[src/rtl/game_pkg.sv]
// Shared definitions for the game countdown timer: state encoding and BCD digit constants.
package game_pkg;

   localparam int DIGIT_W = 4;
   localparam logic [DIGIT_W-1:0] BCD_MAX = 4'd9;

   typedef enum logic [1:0] {
      ST_IDLE    = 2'd0,
      ST_RUNNING = 2'd1,
      ST_PAUSED  = 2'd2,
      ST_EXPIRED = 2'd3
   } state_t;

   function automatic logic [DIGIT_W-1:0] clamp_bcd(input logic [DIGIT_W-1:0] digit);
      return (digit > BCD_MAX) ? BCD_MAX : digit;
   endfunction

endpackage

[src/rtl/bcd_down_digit.sv]
// One BCD down-counting digit: clear, saturating load, decrement with borrow to 9.
module bcd_down_digit
   import game_pkg::*;
(
   input  logic               ClockIn,
   input  logic               Reset,
   input  logic               Clear,
   input  logic               Load,
   input  logic [DIGIT_W-1:0] LoadValue,
   input  logic               Dec,
   output logic [DIGIT_W-1:0] Value,
   output logic [DIGIT_W-1:0] ValueNext,
   output logic               BorrowOut,
   output logic               Zero
);

   logic [DIGIT_W-1:0] value_reg;
   logic [DIGIT_W-1:0] value_next;

   assign Zero      = (value_reg == '0);
   assign BorrowOut = Dec && Zero;

   always_comb begin
      value_next = value_reg;
      if (Clear) begin
         value_next = '0;
      end else if (Load) begin
         value_next = clamp_bcd(LoadValue);
      end else if (Dec) begin
         value_next = Zero ? BCD_MAX : value_reg - 1'b1;
      end
   end

   always_ff @(posedge ClockIn) begin
      if (Reset) begin
         value_reg <= '0;
      end else begin
         value_reg <= value_next;
      end
   end

   assign Value     = value_reg;
   assign ValueNext = value_next;

endmodule

[src/rtl/game_timer.sv]
// Two-digit BCD game countdown timer with pause, abort, expiry pulse and low-time warning.
module game_timer
   import game_pkg::*;
#(
   parameter int WARN_SECONDS = 10
) (
   input  logic               ClockIn,
   input  logic               Reset,
   input  logic               Tick,
   input  logic               Start,
   input  logic               Pause,
   input  logic               Abort,
   input  logic [DIGIT_W-1:0] StartTens,
   input  logic [DIGIT_W-1:0] StartOnes,
   output logic [DIGIT_W-1:0] TensCounterValue,
   output logic [DIGIT_W-1:0] OnesCounterValue,
   output logic [1:0]         State,
   output logic               TimeUp,
   output logic               Warning
);

   state_t state_reg, state_next;
   logic   time_up_reg, time_up_next;
   logic   warning_reg, warning_next;

   logic               digit_clear;
   logic               digit_load;
   logic               tick_dec;
   logic               ones_borrow;
   logic               ones_zero;
   logic               tens_zero;
   logic               unused_tens_borrow;
   logic [DIGIT_W-1:0] ones_value, ones_value_next;
   logic [DIGIT_W-1:0] tens_value, tens_value_next;
   logic [6:0]         remaining_next;
   logic               start_is_zero;

   bcd_down_digit u_ones (
      .ClockIn   (ClockIn),
      .Reset     (Reset),
      .Clear     (digit_clear),
      .Load      (digit_load),
      .LoadValue (StartOnes),
      .Dec       (tick_dec),
      .Value     (ones_value),
      .ValueNext (ones_value_next),
      .BorrowOut (ones_borrow),
      .Zero      (ones_zero)
   );

   // Tens never borrows: the FSM stops counting at 00, so its borrow-out has no consumer.
   bcd_down_digit u_tens (
      .ClockIn   (ClockIn),
      .Reset     (Reset),
      .Clear     (digit_clear),
      .Load      (digit_load),
      .LoadValue (StartTens),
      .Dec       (ones_borrow),
      .Value     (tens_value),
      .ValueNext (tens_value_next),
      .BorrowOut (unused_tens_borrow),
      .Zero      (tens_zero)
   );

   assign start_is_zero = (StartTens == '0) && (StartOnes == '0);

   always_comb begin
      state_next   = state_reg;
      time_up_next = 1'b0;
      digit_clear  = 1'b0;
      digit_load   = 1'b0;
      tick_dec     = 1'b0;
      if (Abort) begin
         digit_clear = 1'b1;
         state_next  = ST_IDLE;
      end else if (Start && (state_reg == ST_IDLE || state_reg == ST_EXPIRED)) begin
         digit_load = 1'b1;
         if (start_is_zero) begin
            state_next   = ST_EXPIRED;
            time_up_next = 1'b1;
         end else begin
            state_next = ST_RUNNING;
         end
      end else begin
         case (state_reg)
            ST_RUNNING: begin
               if (Pause) begin
                  state_next = ST_PAUSED;
               end else if (Tick && !(tens_zero && ones_zero)) begin
                  tick_dec = 1'b1;
                  if (tens_zero && ones_value == 4'd1) begin
                     state_next   = ST_EXPIRED;
                     time_up_next = 1'b1;
                  end
               end
            end
            ST_PAUSED: begin
               if (!Pause) begin
                  state_next = ST_RUNNING;
               end
            end
            default: ;
         endcase
      end
   end

   // Warning is derived from next-cycle values so it lines up with the registered digits.
   assign remaining_next = 7'(tens_value_next) * 7'd10 + 7'(ones_value_next);

   always_comb begin
      warning_next = ((state_next == ST_RUNNING) || (state_next == ST_PAUSED))
                     && (remaining_next <= 7'(WARN_SECONDS));
   end

   always_ff @(posedge ClockIn) begin
      if (Reset) begin
         state_reg   <= ST_IDLE;
         time_up_reg <= 1'b0;
         warning_reg <= 1'b0;
      end else begin
         state_reg   <= state_next;
         time_up_reg <= time_up_next;
         warning_reg <= warning_next;
      end
   end

   assign State            = state_reg;
   assign TimeUp           = time_up_reg;
   assign Warning          = warning_reg;
   assign TensCounterValue = tens_value;
   assign OnesCounterValue = ones_value;

endmodule

[config.mk]
export PLATFORM = sky130hd
export DESIGN_NAME = game_timer
export DESIGN_NICKNAME = d
export VERILOG_FILES = /design/src/rtl/game_pkg.sv /design/src/rtl/bcd_down_digit.sv /design/src/rtl/game_timer.sv
export SDC_FILE = /design/constraint.sdc
export NUM_CORES = 1
export LEC_CHECK = 0
export ABC_CLOCK_PERIOD_IN_PS = 4900
export CAP_MARGIN = 10
export CORE_UTILIZATION = 49
export CTS_CLUSTER_SIZE = 20
export DETAILED_ROUTE_END_ITERATION = 6
export HOLD_SLACK_MARGIN = 0.06
export PLACE_DENSITY = 0.82
export SYNTH_ARGS = -nofsm -noshare
export SYNTH_HDL_FRONTEND = slang
export SYNTH_SLANG_ARGS = --single-unit
[constraint.sdc]
create_clock -name ClockIn -period 4.9 [get_ports ClockIn]
set_clock_uncertainty 0.15 [all_clocks]
set_input_delay 0.735 -clock ClockIn [delete_from_list [all_inputs] [get_ports ClockIn]]
set_output_delay 0.735 -clock ClockIn [all_outputs]
set_load 0.005 [all_outputs]
==> results.md <==
- Compound-Gate Fraction of Synth Area: 0.229
- Post-cts hold buffer count: 0
- Power Internal: 0.173 mW
- Part of the power in the clock network: 0.254
- Largest net degree at the start of global routing: 14
- Number of synthesized flops with an enable pin: 0
- LEAKAGE: 0.555 nW
- Critical path peak fanout: 12
- Sw Share: 0.331
- Fin Hold WS: 557 ps
- Area occupied by multi-input gates: 816 um2
- Unique masters post-synth: 46
- Required @ worst endpoint: 4930 ps
- Final wirelength: 2930 um
- Multiplexer share of the synthesized area: 0.0180
- Vias in the first global route: 1135
- Initial antenna violation count: 0
- Post-route antenna net violation count: 0
- Postcts setup bufs: 0
- Peak VDD IR: 0.000119 V
- Yosys reg bits: 12
- Worst Hold Class: flip-flop to flip-flop
- Post-CTS resize count: 0
- Worst-path clk slew: 80 ps
- Status: complete, no violations
- MaxCap Viol Count: 0
- Gr busiest metal: met2
- Die width: 49.6 um
- Post-synthesis sequential area ratio: 0.216
- Drt via density: 6.08
- Family with the most delay on the worst path: simple AND/OR/NAND/NOR gates
- Worst Setup Slack, final: 679 ps
- # H-tree levels: 1
- M2 GR Usage: 0.435
- CTS root buf: clkbuf_4
- Commonest non-fill, non-tap cell in the layout: clkdlybuf4s50_1
- Ant diodes: 0
- Slowest-stage cell, CP: clkdlybuf4s50_1
- Worst flop-to-flop path endpoint: Warning
- DRC Markers: 0
- WL/cell: 15.4 um
- Hpwl dp: 2380 um
- Yosys warning total: 0
- First-pass GRT wire length: 4920 um
- Avg Cell Area, Syn: 8.16 um2
- Worst Setup End Kind: flip-flop
- Global Route Usage Sum: 0.261
- CP Class: primary input to flip-flop
- Share of layout cells above drive strength 1: 0.104
- Max-slew violation count: 0
- Met3 Use GR: 0.0340
- R2R Setup Slk: 710 ps
- DP Worst Slack: 443 ps
- Power per cell area: 182 nW/um2
- Die area: 2460 um2
- Final setup fails: 0
- Psw: 0.0855 mW
- Chip height: 49.6 um
- Post-synth ARST share: 0
- Setup TNS: 0 ps
- Layout area overhead: 27.8%
- Pwr Total: 0.258 mW
- Most frequent cells in the layout: clkdlybuf4s50_1, nor2_1, a21oi_1
- Detailed Routing Iterations Pass 1: 4
- FF-to-FF path depth: 15
- Crit path largest cell delay: 460 ps
- Hold Crit Depth: 4
- Post-layout min period: 4220 ps
- Core Box Area: 2040 um2
- Synth Instances: 136
- Crit path DAT: 4250 ps
- Cell row count: 16
- Storage cell area: 240 um2
- Post-synthesis xor/xnor area fraction: 0.0316
- Post-Synth Adder-Cell Area: 0.160
- Seq pwr share: 0.408
- F_max: 237 MHz
- I/O pins: 26
- Grt total ovfl: 0
- Reg2reg start: State[0]
- Prevailing post-synth register cell: dfxtp_1
- Combinational Power Share: 0.338
- Measured slew at the worst slew-check pin: 537 ps
- Syn Nets: 163
- Fillers: 171
- Crit-path cells: clkdlybuf4s50_1 -> nand2b_1 -> nor4b_4 -> buf_4 -> nand4_1 -> nor2_1 -> nor3_1 -> nor3_1 -> ha_1 -> ha_1 -> fa_1 -> o32ai_1 -> nand2_1 -> a2111oi_2
- Clk Latency, worst-skew pair: 280 ps
- Final Hold Fails: 0
- Initial Utilization: 0.544
- GP Congestion: 0.900
- Syn Std Cell Area: 1110 um2
- DRT iter0 DRCs: 56
- Hold Path End: u_tens.Value[1]
- Max clock buf depth: 2
- Worst rel slew slack: 0.639
- Post-placement cell area: 1400 um2
- Largest family of logic cells by synthesized area: simple AND/OR/NAND/NOR gates
- Design area: 1420 um2
- Critical Path Start Type: primary input
- # clock sinks: 12
- Nets: 192
- Met1 Use GR: 0.343
- Num CTS Buffers: 3
- Port Buf Inserts: 25
- Tcrit/Tclk final: 0.861
- CTS tree: built
- Buf/Inv on CP: 2
- Hold Crit Start: u_tens.Value[1]
- Total number of vias: 1155
- RSZ-0062 raised after global routing: no
- Synth Area in Simple Gates: 0.297
## cell families after synthesis
| kind of cell | count (synthesis) |
|---|---|
| DFF | 12 |
| adders and majority gates | 13 |
| AOI/OAI and AO/OA | 37 |
| buffers and inverters | 13 |
| and+or+nand+nor | 55 |
| muxes | 2 |
| xor gates and xnor gates | 4 |
## Yosys cell counts (2+ instances only)
master / count / area share
a211oi_1: 3 / 0.020
a21oi_1: 14 / 0.063
a221oi_1: 2 / 0.016
a311oi_1: 2 / 0.016
a31oi_1: 5 / 0.028
clkbuf_1: 2 / 0.0068
dfxtp_1: 12 / 0.22
fa_1: 2 / 0.036
ha_1: 11 / 0.12
inv_1: 9 / 0.030
mux2i_1: 2 / 0.018
nand2_1: 6 / 0.020
nand3_1: 3 / 0.014
nand3b_1: 2 / 0.014
nand4_1: 2 / 0.011
nor2_1: 14 / 0.047
nor2b_1: 3 / 0.017
nor3_1: 7 / 0.032
nor3b_1: 2 / 0.014
nor3b_2: 2 / 0.023
o21ba_2: 2 / 0.018
or2_2: 3 / 0.017
xnor2_1: 3 / 0.024
## registers in the layout, summed over array words and instances, names as in the netlist
| name | flops |
|---|---|
| Warning | 1 |
| u_ones.Value | 4 |
| State | 2 |
| TimeUp | 1 |
| u_tens.Value | 4 |
## power groups by stage
stage | Combinational (mW) | Clock [mW] | Sequential [mW]
floorplan | 0.0528 | 0 | 0.107
CTS | 0.0869 | 0.0635 | 0.105
global placement | 0.0839 | 0 | 0.107
global route | 0.0963 | 0.0687 | 0.106
finish | 0.0873 | 0.0656 | 0.105
detailed placement | 0.0863 | 0 | 0.108
## final cells by class
cell class,instances,share of cell area
multi-input cells,111,0.575
repair buffers,28,0.192
flip-flops and latches,12,0.169
inverters,9,0.0238
well taps,27,0.0238
clock buffers,3,0.0159
## worst min-delay path, delay by kind of cell, from the launching register on
kind / cells / cell delay (ps)
AND/OR/NAND/NOR: 1 / 90
multiplexers: 1 / 70
AO/OA/AOI/OAI: 1 / 90
buffers and inverters: 1 / 80
flip-flops: 1 / 330
## routing by layer
layer,share of wire,up-vias
li1,-,557
met2,0.48,47
met4,0.012,0
met3,0.073,4
met1,0.44,547
met5,0,-
## worst max-delay path by stage
stage               slack (ps)  cells after the start  endpoint      from
floorplan                 1100                     14   Warning  State[0]
global placement           640                     13   Warning     Pause
detailed placement         440                     14   Warning     Pause
CTS                        710                     14   Warning     Pause
global route               480                     14   Warning     Pause
finish                     680                     14   Warning     Pause
## metrics by stage
stage	utilization	cells
floorplan	-	136
global placement	0.684	187
detailed placement	0.684	187
CTS	0.695	190
global route	0.695	190
finish	0.695	190
Power figures use the tool's default switching activity.
